## src/rtl/stack_alu_sequencer_if.sv

```systemverilog
// rtl/stack_alu_sequencer_if.sv - instruction token and result stream bundle for stack_alu_sequencer
//
// Signals:
//   in_valid / in_ready / in_opcode / in_data        instruction token stream
//   res_valid / res_ready / res_data / res_overflow  result stream
// Modports:
//   master  token producer / result consumer
//   slave   the sequencer
interface stack_alu_sequencer_if #(
  parameter int N = 8
);
  logic         in_valid;
  logic         in_ready;
  logic [2:0]   in_opcode;
  logic [N-1:0] in_data;
  logic         res_valid;
  logic         res_ready;
  logic [N-1:0] res_data;
  logic         res_overflow;

  modport master (
    output in_valid, in_opcode, in_data, res_ready,
    input  in_ready, res_valid, res_data, res_overflow
  );

  modport slave (
    input  in_valid, in_opcode, in_data, res_ready,
    output in_ready, res_valid, res_data, res_overflow
  );
endinterface

```

## src/rtl/stack_alu_sequencer.sv

```systemverilog
// rtl/stack_alu_sequencer.sv - issue stage that feeds a stack-based ALU one instruction at a time
//
// Ports:
//   clk, rst_n                 clock, asynchronous active-low reset (also drives the ALU)
//   bus (slave)                token stream in, result stream out
//   alu_opcode, alu_input_data drive the ALU; opcode is 000 outside the single ISSUE cycle
//   alu_output_data, alu_overflow  ALU result, sampled at the end of the last WAIT cycle
//   depth                      shadow copy of the ALU stack depth
//   err_underflow, err_full    sticky illegal-token flags
//   err_clr                    synchronous clear of the sticky flags (a new error wins)
// Optional feature: define SEQ_ERR_HALT_EN to stop accepting tokens after an error until err_clr.
module stack_alu_sequencer #(
  parameter int N       = 8,
  parameter int DEPTH   = 8,
  parameter int ALU_LAT = 1
) (
  input  logic                       clk,
  input  logic                       rst_n,
  stack_alu_sequencer_if.slave       bus,
  output logic [2:0]                 alu_opcode,
  output logic [N-1:0]               alu_input_data,
  input  logic [N-1:0]               alu_output_data,
  input  logic                       alu_overflow,
  output logic [$clog2(DEPTH+1)-1:0] depth,
  output logic                       err_underflow,
  output logic                       err_full,
  input  logic                       err_clr
);
  localparam int DW = $clog2(DEPTH + 1);
  localparam int CW = (ALU_LAT > 1) ? $clog2(ALU_LAT) : 1;

  localparam logic [2:0] OP_NOP  = 3'b000;
  localparam logic [2:0] OP_ADD  = 3'b100;
  localparam logic [2:0] OP_MUL  = 3'b101;
  localparam logic [2:0] OP_PUSH = 3'b110;
  localparam logic [2:0] OP_POP  = 3'b111;

  typedef enum logic [2:0] {
    S_IDLE  = 3'd0,
    S_ISSUE = 3'd1,
    S_WAIT  = 3'd2,
    S_RESP  = 3'd3
`ifdef SEQ_ERR_HALT_EN
    ,
    S_HALT  = 3'd4
`endif
  } state_t;

  state_t        state, state_d;
  logic [2:0]    op_q;
  logic [N-1:0]  data_q;
  logic [CW-1:0] wait_cnt;
  logic [N-1:0]  res_data_q;
  logic          res_ovf_q;

  logic accept, is_arith, is_push, is_pop;
  logic bad_under, bad_full, tok_err, tok_go, last_wait;

  // Tokens are decoded straight off the bus in IDLE; opcodes 0xx are NOPs.
  assign accept    = (state == S_IDLE) && bus.in_valid;
  assign is_arith  = (bus.in_opcode == OP_ADD) || (bus.in_opcode == OP_MUL);
  assign is_push   = (bus.in_opcode == OP_PUSH);
  assign is_pop    = (bus.in_opcode == OP_POP);
  assign bad_under = accept && ((is_arith && (depth < DW'(2))) || (is_pop && (depth == DW'(0))));
  assign bad_full  = accept && is_push && (depth == DW'(DEPTH));
  assign tok_err   = bad_under || bad_full;
  assign tok_go    = accept && bus.in_opcode[2] && !tok_err;
  assign last_wait = (state == S_WAIT) && (wait_cnt == CW'(ALU_LAT - 1));

  always_ff @(posedge clk or negedge rst_n) begin
    if (!rst_n) state <= S_IDLE;
    else        state <= state_d;
  end

  always_comb begin
    state_d        = state;
    bus.in_ready   = 1'b0;
    bus.res_valid  = 1'b0;
    alu_opcode     = OP_NOP;
    alu_input_data = '0;
    case (state)
      S_IDLE: begin
        bus.in_ready = 1'b1;
        if (tok_go) state_d = S_ISSUE;
`ifdef SEQ_ERR_HALT_EN
        else if (tok_err) state_d = S_HALT;
`endif
      end
      S_ISSUE: begin
        alu_opcode     = op_q;
        alu_input_data = data_q;
        state_d        = (op_q == OP_PUSH) ? S_IDLE : S_WAIT;
      end
      S_WAIT: begin
        if (last_wait) state_d = S_RESP;
      end
      S_RESP: begin
        bus.res_valid = 1'b1;
        if (bus.res_ready) state_d = S_IDLE;
      end
`ifdef SEQ_ERR_HALT_EN
      S_HALT: begin
        if (err_clr) state_d = S_IDLE;
      end
`endif
      default: state_d = S_IDLE;
    endcase
  end

  always_ff @(posedge clk or negedge rst_n) begin
    if (!rst_n) begin
      op_q          <= OP_NOP;
      data_q        <= '0;
      wait_cnt      <= '0;
      res_data_q    <= '0;
      res_ovf_q     <= 1'b0;
      depth         <= '0;
      err_underflow <= 1'b0;
      err_full      <= 1'b0;
    end else begin
      if (tok_go) begin
        op_q   <= bus.in_opcode;
        data_q <= bus.in_data;
      end

      // The ALU applies the stack effect when it samples the opcode, so the
      // shadow depth moves at the same edge.
      if (state == S_ISSUE) begin
        if (op_q == OP_PUSH) depth <= depth + DW'(1);
        else                 depth <= depth - DW'(1);
      end

      if (state == S_ISSUE)                wait_cnt <= '0;
      else if (state == S_WAIT && !last_wait) wait_cnt <= wait_cnt + CW'(1);

      if (last_wait) begin
        res_data_q <= alu_output_data;
        res_ovf_q  <= (op_q != OP_POP) && alu_overflow;
      end

      // Set wins over a simultaneous clear.
      err_underflow <= (err_underflow && !err_clr) || bad_under;
      err_full      <= (err_full && !err_clr) || bad_full;
    end
  end

  assign bus.res_data     = res_data_q;
  assign bus.res_overflow = res_ovf_q;
endmodule

```

## src/flat_wrapper.sv

```systemverilog
// flat-port wrapper written by rule: the top's interface ports become plain ports
module stack_alu_sequencer_flat 
#(
  parameter int N       = 8,
  parameter int DEPTH   = 8,
  parameter int ALU_LAT = 1
)
  (clk, rst_n, alu_opcode, alu_input_data, alu_output_data, alu_overflow, depth, err_underflow, err_full, err_clr, bus_in_valid, bus_in_opcode, bus_in_data, bus_res_ready, bus_in_ready, bus_res_valid, bus_res_data, bus_res_overflow);
  stack_alu_sequencer_if #(.N(N)) bus_i ();
  input  logic clk;
  input  logic rst_n;
  output logic [2:0] alu_opcode;
  output logic [N-1:0] alu_input_data;
  input  logic [N-1:0] alu_output_data;
  input  logic alu_overflow;
  output logic [$clog2(DEPTH+1)-1:0] depth;
  output logic err_underflow;
  output logic err_full;
  input  logic err_clr;
  input wire logic [$bits(bus_i.in_valid)-1:0] bus_in_valid;
  input wire logic [$bits(bus_i.in_opcode)-1:0] bus_in_opcode;
  input wire logic [$bits(bus_i.in_data)-1:0] bus_in_data;
  input wire logic [$bits(bus_i.res_ready)-1:0] bus_res_ready;
  output wire logic [$bits(bus_i.in_ready)-1:0] bus_in_ready;
  output wire logic [$bits(bus_i.res_valid)-1:0] bus_res_valid;
  output wire logic [$bits(bus_i.res_data)-1:0] bus_res_data;
  output wire logic [$bits(bus_i.res_overflow)-1:0] bus_res_overflow;
  assign bus_i.in_valid = bus_in_valid;
  assign bus_i.in_opcode = bus_in_opcode;
  assign bus_i.in_data = bus_in_data;
  assign bus_i.res_ready = bus_res_ready;
  assign bus_in_ready = bus_i.in_ready;
  assign bus_res_valid = bus_i.res_valid;
  assign bus_res_data = bus_i.res_data;
  assign bus_res_overflow = bus_i.res_overflow;
  stack_alu_sequencer #(.N(N), .DEPTH(DEPTH), .ALU_LAT(ALU_LAT)) u_core (.clk(clk), .rst_n(rst_n), .bus(bus_i), .alu_opcode(alu_opcode), .alu_input_data(alu_input_data), .alu_output_data(alu_output_data), .alu_overflow(alu_overflow), .depth(depth), .err_underflow(err_underflow), .err_full(err_full), .err_clr(err_clr));
endmodule
```

## config.mk

```make
export PLATFORM = sky130hd
export DESIGN_NAME = stack_alu_sequencer_flat
export DESIGN_NICKNAME = d
export VERILOG_FILES = /design/src/rtl/stack_alu_sequencer_if.sv /design/src/rtl/stack_alu_sequencer.sv /design/src/flat_wrapper.sv
export SDC_FILE = /design/constraint.sdc
export NUM_CORES = 1
export LEC_CHECK = 0
export CAP_MARGIN = 15
export CORE_AREA = 4 4 65 67
export CTS_CLUSTER_DIAMETER = 30
export CTS_CLUSTER_SIZE = 16
export DETAILED_ROUTE_END_ITERATION = 8
export DIE_AREA = 0 0 69 71
export PLACE_DENSITY = 0.73
export SETUP_SLACK_MARGIN = 0.1
export SLEW_MARGIN = 20
export SYNTH_ARGS = -nofsm -noshare
export SYNTH_HDL_FRONTEND = slang
export SYNTH_SLANG_ARGS = --single-unit
```

## constraint.sdc

```tcl
create_clock -name clk -period 1.9 [get_ports clk]
set_input_delay 0.38 -clock clk [delete_from_list [all_inputs] [get_ports clk]]
set_output_delay 0.38 -clock clk [all_outputs]
set_load 0.1 [all_outputs]
```

-- Word level (Yosys, flattened, before mapping)
Cells that the tools add are included.
- add/subtract/negate cells: 3
- $lt $le $gt $ge: 1
- eq/ne operators: 13
- multiplexer cells: 12
- bitwise gates (word level): 1
- reductions and logical operators: 25
- operators with widths (cell ; count):
    $eq 3x3->1 const B ; 5
    $logic_and 1x1->1 ; 13
    $mux 3 ; 4
    $pmux 3 s4 ; 1
    $mux 8 ; 1
    $eq 3x2->1 const B ; 2
    $logic_or 1x1->1 ; 5
    $add 4x1->4 const B ; 1
    $eq 4x4->1 const B ; 1
    $logic_not 4->1 ; 1
    $lt 4x2->1 const B ; 1
    $mux 1 ; 4
    $mux 4 ; 1
    $ne 2x1->1 const B ; 2
    $sub 4x1->4 const B ; 1
    $eq 3x1->1 const B ; 1
    $logic_not 1->1 ; 3
    $logic_not 3->1 ; 1
    $ne 3x3->1 const B ; 1
    $reduce_and 3->1 ; 1
    $mux 2 ; 1
    $ne 2x2->1 const B ; 1
    $reduce_bool 2->1 ; 1
    $add 1x1->1 const B ; 1
    $not 1->1 ; 1
- flip-flop bits (word level): 30

-- Logic depth before layout (Yosys ltp)
Gate-level depths: netlist of run 1.
- depth after elaboration: 10
- depth in mapped cells: 6
- depth with buffers taken out: 6

-- Worst setup path before layout of run 1
Ideal clock, no wire load.
- kind: flip-flop to flip-flop
- from: reg u_core.state[1]
- to: reg u_core.data_q[0]
- arrival time: 2.705 ns
- data required time: 1.775 ns
- setup slack: -0.930 ns
- stages on the path, launching flop included: 6
- path buffers: 1
- period minus slack after synthesis: 2.830 ns
- path through: dfrtp_1 nor2_1 nand3_1 nand3b_4 buf_12 mux2_4
- longest elaborated chain between the ends: 7
- elaborated cells between the ends (all ways): 9
- RTL lines (element ; line ; text):
    from (decl) ; stack_alu_sequencer.sv:49 ; state_t state, state_d;
    from (signal assigned) ; stack_alu_sequencer.sv:72 ; else state <= state_d;
    $logic_not 3->1 * ; stack_alu_sequencer.sv:60 ; assign accept = (state == S_IDLE) && bus.in_valid;
    $logic_and 1x1->1 * ; stack_alu_sequencer.sv:60 ;
    $logic_and 1x1->1 (2 in a row) ; stack_alu_sequencer.sv:65 ; assign bad_full = accept && is_push && (depth == DW'(DEPTH));
    $logic_or 1x1->1 ; stack_alu_sequencer.sv:66 ; assign tok_err = bad_under || bad_full;
    $logic_not 1->1 ; stack_alu_sequencer.sv:67 ; assign tok_go = accept && bus.in_opcode[2] && !tok_err;
    $logic_and 1x1->1 * ; stack_alu_sequencer.sv:67 ;
    to (signal assigned) ; stack_alu_sequencer.sv:123 ; data_q <= bus.in_data;
    to (decl) ; stack_alu_sequencer.sv:51 ; logic [N-1:0] data_q;
Mark *: on every way between the ends. The rest lies on a longest branch, timed or not.
A chain may end at the register's enable or synchronous reset.

-- Worst setup path after layout of run 1
- from: reg u_core.depth[0]
- to: reg u_core.data_q[7]
- longest elaborated chain between the ends: 7
- elaborated cells between the ends (all ways): 11
- RTL lines (element ; line ; text):
    from (decl) ; stack_alu_sequencer.sv:24 ; output logic [$clog2(DEPTH+1)-1:0] depth,
    from (signal assigned) ; stack_alu_sequencer.sv:129 ; if (op_q == OP_PUSH) depth <= depth + DW'(1);
    from (signal assigned) ; stack_alu_sequencer.sv:130 ; else depth <= depth - DW'(1);
    $lt 4x2->1 / $logic_not 4->1 (equally long branches) ; stack_alu_sequencer.sv:64 ; assign bad_under = accept && ((is_arith && (depth < DW'(2))) || (is_pop && (depth == DW'(0))));
    $logic_and 1x1->1 ; stack_alu_sequencer.sv:64 ;
    $logic_or 1x1->1 ; stack_alu_sequencer.sv:64 ;
    $logic_and 1x1->1 ; stack_alu_sequencer.sv:64 ;
    $logic_or 1x1->1 * ; stack_alu_sequencer.sv:66 ;
    $logic_not 1->1 * ; stack_alu_sequencer.sv:67 ;
    $logic_and 1x1->1 * ; stack_alu_sequencer.sv:67 ;
Marks and branches as above.

==> impl_metrics.py, run 1 <==
metrics = {
    "status": {
        "status": "finished clean",
    },
    "critical_path": {
        "rr_endpoint": "u_core.data_q[7]",
        "r2r_start": "u_core.depth[0]",
        "cp-start-kind": "register",
        "path_class": "reg -> reg",
        "critPathArrivalTime_ps": 1930,
        "r2r_cells": 4,
        "endpoint_kind": "register",
        "cp.required_ps": 2060,
        "critical_path_peak_fanout": 6,
        "reg2reg_slack_ps": 130,
    },
    "place": {
        "port_buffers": 52,
        "dpl_cell_area_um2": 2150,
        "globalplace.congestion": 0.726,
        "dpl_worst_slack_ps": -191,
        "placedCellCount": 208,
        "hpwl_um": 2370,
    },
    "routing": {
        "vias": 1053,
        "routed_wl_um": 3180,
        "first_iter_violations": 18,
        "vias_per_cell": 4.74,
        "postRouteAntennaNets": 0,
        "drc": 0,
        "wl_per_cell_um": 14.3,
        "dr.pass1.iters": 4,
    },
    "grt": {
        "globalRouteTotalUtil": 0.138,
        "grt_util_met3": 0.0540,
        "grt_max_degree": 30,
        "met1_usage": 0.146,
        "antenna_found_initial": 0,
        "grt_pass1_wl_um": 5350,
        "grt_pass1_vias": 1139,
        "top_usage_layer": "met2",
        "grt_overflow": 0,
        "met2_usage": 0.242,
    },
    "sta": {
        "period_share": 0.934,
        "hold_viol": 0,
        "relSlewSlack": 0.760,
        "setup_viol": 0,
        "fin_crit_ps": 1770,
        "setup_ws_ps": 125,
        "max_freq_ghz": 0.563,
        "tightest_slew_ps": 360,
        "rsz0062_at_grt": "yes",
        "skew_ps": 5.97,
        "fin_setup_tns_ps": 0,
        "finalMaxSlewViolations": 0,
    },
    "die": {
        "core_area_um2": 3630,
        "fp.dieArea_um2": 4900,
        "die_h_um": 71,
        "die-width_um": 69,
        "initial_utilization": 0.371,
        "ios": 53,
        "num_rows": 22,
    },
    "yosys": {
        "synth.distinct_cells": 28,
        "seq_area_frac_synth": 0.539,
        "synth.avg_cell_area_um2": 13.1,
        "synth_async_sr_flop_share": 1.00,
        "syn_inst": 103,
        "synth-edff-count": 0,
        "yosys_register_bits": 29,
        "synth_area_um2": 1350,
        "ys.flop_type": "dfrtp_1",
        "ys_warn_count": 0,
        "synth_nets": 131,
    },
    "final_layout": {
        "design_area_um2": 2300,
        "fillCellCount": 285,
        "multi_input_area_um2": 636,
        "final-seq-area_um2": 736,
        "antenna_cells": 0,
        "instances_no_fill": 222,
        "area_delta_synth_final_pct": 70.9,
        "fin_nets": 201,
        "layout-drive-gt1-share": 0.529,
        "layout_common_cells": "buf_4 (24), clkdlybuf4s50_1 (23), dfrtp_1 (23), buf_12 (17), mux2_2 (11)",
        "final_common_cell": "buf_4",
    },
    "clock_tree": {
        "cts_hold_buf": 0,
        "cts_tree": "yes",
        "cts.clk_slew.worst_paths_ps": 70,
        "cts_max_level": 2,
        "cts_root_buf": "clkbuf_8",
        "clock_path_buffers": 2,
        "clock-sinks": 29,
        "numCtsBuffers": 5,
        "clkLatencyLatePin_ps": 280,
    },
    "run": {
        "max-cap-violations": 0,
    },
    "hold_path": {
        "min_path_type": "in -> async",
    },
}
critical path, cell delays in order, from the launching register on:
cell	delay, ps
dfrtp_4	470
nand2b_4	140
a2111o_1	520
nand3b_4	190
mux2_2	340
cells by family after synthesis:
kind of cell | Yosys count | synth area share
AOI/OAI and AO/OA | 10 | 0.0501
xor gates and xnor gates | 3 | 0.0195
and+or+nand+nor | 32 | 0.145
buffers and inverters | 7 | 0.0325
muxes | 19 | 0.181
adders and majority gates | 3 | 0.0334
DFF | 29 | 0.539
stage by stage:
stage           util  hold slack, ps
2_1_floorplan      -            84.4
3_5_place_dp   0.591             487
3_3_place_gp   0.591             483
5_1_grt        0.634             521
4_1_cts        0.622             498
6_report       0.634             488
layer usage:
layer / routed length, um / part of all wire / up-vias
met1: 1200 / 0.38 / 516
met4: 55 / 0.017 / 0
met5: 0 / 0 / -
met3: 213 / 0.067 / 5
li1: - / - / 496
met2: 1710 / 0.54 / 36
worst max-delay path by stage:
stage,from,endpoint,slack (ps),cells past startpoint
after floorplan,u_core.state[0],alu_input_data[1],-8,4
after global placement,bus_in_opcode[0],u_core.op_q[0],-160,5
after detailed placement,bus_in_opcode[0],u_core.op_q[0],-190,5
after CTS,bus_in_opcode[0],u_core.data_q[7],110,5
after global routing,u_core.depth[0],u_core.data_q[7],70,4
final,u_core.depth[0],u_core.data_q[7],130,4
synthesized netlist by cell type, types with 2 or more instances:
| cell | instances | share of area |
|---|---|---|
| nand3_1 | 5 | 0.019 |
| xor2_1 | 2 | 0.013 |
| nor2_1 | 4 | 0.011 |
| mux2_2 | 11 | 0.092 |
| o22ai_1 | 2 | 0.0093 |
| inv_1 | 3 | 0.0084 |
| and2_1 | 12 | 0.056 |
| nand2_1 | 2 | 0.0056 |
| dfrtp_1 | 29 | 0.54 |
| ha_1 | 2 | 0.019 |
| a21oi_1 | 3 | 0.011 |
| o21a_1 | 2 | 0.011 |
| nand2b_1 | 3 | 0.014 |
| mux2_4 | 8 | 0.089 |
| clkbuf_1 | 2 | 0.0056 |
flip-flops by register name, summed over array words and instances (netlist names):
register / cells
u_core.bus.res_overflow: 1
u_core.bus.res_data: 8
u_core.err_full: 1
u_core.wait_cnt: 1
u_core.depth: 4
u_core.state: 2
u_core.err_underflow: 1
u_core.op_q: 3
u_core.data_q: 8
what timing repair did:
action / CTS / global route
setup buffers: 2 / 3
pin swaps: 0 / 3
endpoints found under the setup margin: 11 / 13
gates resized for setup: 4 / 2
gates cloned: 0 / 1
area by class of cell:
class                      instances  share of cell area
timing repair buffer              66               0.336
sequential                        29               0.319
multi-input combinational         68               0.276
clock buffer                       5              0.0299
tap                               48              0.0261
clock inverter                     3             0.00760
inverter                           3             0.00489
Power of run 1 is not shown: default switching activity piles up to over one toggle a cycle in this logic, so the estimate is an artifact.
==> inputs of run 2 (changes only) <==
GPL_ROUTABILITY_DRIVEN = 0   (was unset)
==> results of run 2 <==
Final layout, timing and power as in run 1 (identical DEF).
Power of run 2 is left out for the same reason.
==> variant (settings of run 1) <==
Reset style: synchronous (`rst_n`), changed in 2 clocked blocks. Comments in the files are not updated.
--- a/src/rtl/stack_alu_sequencer.sv
+++ b/src/rtl/stack_alu_sequencer.sv
@@ -67,7 +67,7 @@
   assign tok_go    = accept && bus.in_opcode[2] && !tok_err;
   assign last_wait = (state == S_WAIT) && (wait_cnt == CW'(ALU_LAT - 1));
 
-  always_ff @(posedge clk or negedge rst_n) begin
+  always_ff @(posedge clk) begin
     if (!rst_n) state <= S_IDLE;
     else        state <= state_d;
   end
@@ -107,7 +107,7 @@
     endcase
   end
 
-  always_ff @(posedge clk or negedge rst_n) begin
+  always_ff @(posedge clk) begin
     if (!rst_n) begin
       op_q          <= OP_NOP;
       data_q        <= '0;
Check against the original RTL: differs if rst_n is asserted again (counterexample within 4 cycles, from zero or initial values and one cycle with rst_n low); with rst_n held inactive, the same outputs for 10 cycles.
==> variant against run 1 <==
Maximum frequency increased by 3.1%. Sequential cell count unchanged. Synthesized cell count increased by 36%. Wire length increased by 4.3%. Register-to-register slack improved by 0.08 ns. Worst setup slack improved by 0.053 ns. Cell area increased by 0.60%. Synthesized area increased by 1.1%. Core utilization increased by 0.38 points. Worst hold slack got worse by 0.030 ns. Critical path type is now reg -> out. Largest cell class is now multi-input combinational cells.
==> variant: results (changes against run 1) <==
status=finished, final reports clean (unchanged); Worst-Margin Slew=0.350 ns (was 0.360 ns); drt total wl=3320 microns (was 3180 microns); reg2reg start=u_core.op_q[0] (was u_core.depth[0]); FFs w/ async S/R, synth=0% (was 100%); Commonest cells post-synth=29 x dfxtp_1, 22 x nand2_1, 20 x mux2i_1 (was 29 x dfrtp_1, 12 x and2_1, 11 x mux2_2); post-placement cell area=2140 sq um (was 2150 sq um); Tot GR Track Use=13.9% (was 13.8%); drt initial violations=20 (was 18); layout cells sized above 1=33.8% (was 52.9%); Placement Setup Slack=-0.172 ns (was -0.191 ns); dpl hpwl=2450 microns (was 2370 microns); largest net degree at the start of global routing=41 (was 30); Worst setup startpoint=u_core.state[0] (was u_core.depth[0]); met3 GRT Util=5.26% (was 5.40%); worst min path class=reg -> reg (was in -> async); first-pass GRT wire length=5500 microns (was 5350 microns); FF-to-FF setup slack=0.21 ns (was 0.13 ns); FF-to-FF End=u_core.depth[2] (was u_core.data_q[7]); routability-driven placement congestion ratio=0.781 (was 0.726); nets=231 (was 201); CP Max Fanout=12 (was 6); Via Count=1184 (was 1053); met2 usage=22.4% (was 24.2%); met1 usage=16.5% (was 14.6%)
[variant: cell types whose count changed after synthesis, moves of 3 or more]
| cell | change |
|---|---|
| a21boi_0 | +5 |
| clkbuf_1 | +3 |
| dfrtp_1 | -29 |
| dfxtp_1 | +29 |
| mux2_2 | -11 |
| mux2_4 | -8 |
| mux2i_1 | +20 |
| nand2_1 | +20 |
| nand2b_1 | +3 |
| nor2_1 | -4 |
| nor2b_1 | +9 |
[variant: timing repair]
item | CTS | global route
pin swaps | 0 | 2
gates resized for setup | 2 | 1
setup buffers | 1 | 4
setup endpoints to repair | 11 | 20
[variant: worst max-delay path, cell delays in order (launching register included)]
cell	delay, ns
dfxtp_4	0.38
inv_1	0.06
nor2_2	0.11
buf_6	0.15
and2_2	0.18
buf_12	0.17
[variant: metal layers]
| layer | routed length, microns | part of all wire [%] | up-vias |
|---|---|---|---|
| li1 | - | - | 592 |
| met1 | 1460 | 44 | 542 |
| met2 | 1570 | 47 | 42 |
| met3 | 216 | 6.5 | 8 |
| met4 | 68 | 2.0 | 0 |
| met5 | 0 | 0 | - |
[variant: power breakdown]
part           internal [W]  total, W  switching, W
combinational      0.000210  0.000504      0.000294
clock              0.000427  0.000651      0.000224
sequential         0.000647  0.000689     0.0000419
total               0.00128   0.00184      0.000560
[variant: layout make-up]
| type | count | area share [%] |
|---|---|---|
| multi-input combinational | 103 | 33.9 |
| inverter | 1 | 0.162 |
| clock inverter | 1 | 1.30 |
| tap | 48 | 2.59 |
| sequential | 29 | 25.4 |
| clock buffer | 7 | 3.73 |
| timing repair buffer | 63 | 32.9 |
[variant: kinds of logic (layout without fill, tap and decap cells)]
logic type | after synthesis | after routing | synth area share [%]
AO/OA/AOI/OAI | 14 | 14 | 9.00
XOR/XNOR | 2 | 2 | 1.29
adder cells (fa/ha/maj) | 3 | 3 | 3.31
buffers and inverters | 8 | 72 | 2.85
flip-flops | 29 | 29 | 42.6
multiplexers | 20 | 20 | 14.7
AND/OR/NAND/NOR | 64 | 64 | 26.3
[variant: stage by stage]
stage,std cells,power (W)
2_1_floorplan,140,0.00102
3_3_place_gp,239,0.00118
3_5_place_dp,239,0.00120
4_1_cts,248,0.00186
5_1_grt,252,0.00192
6_report,252,0.00184
[variant: worst max path at each step]
stage                         to  slack [ns]  depth (start not counted)
2_1_floorplan  alu_input_data[6]        0.02                          4
3_3_place_gp      u_core.op_q[1]       -0.09                          6
3_5_place_dp    u_core.data_q[3]       -0.17                          6
4_1_cts          u_core.depth[3]        0.12                          6
5_1_grt            alu_opcode[1]        0.09                          5
6_report           alu_opcode[0]        0.18                          5
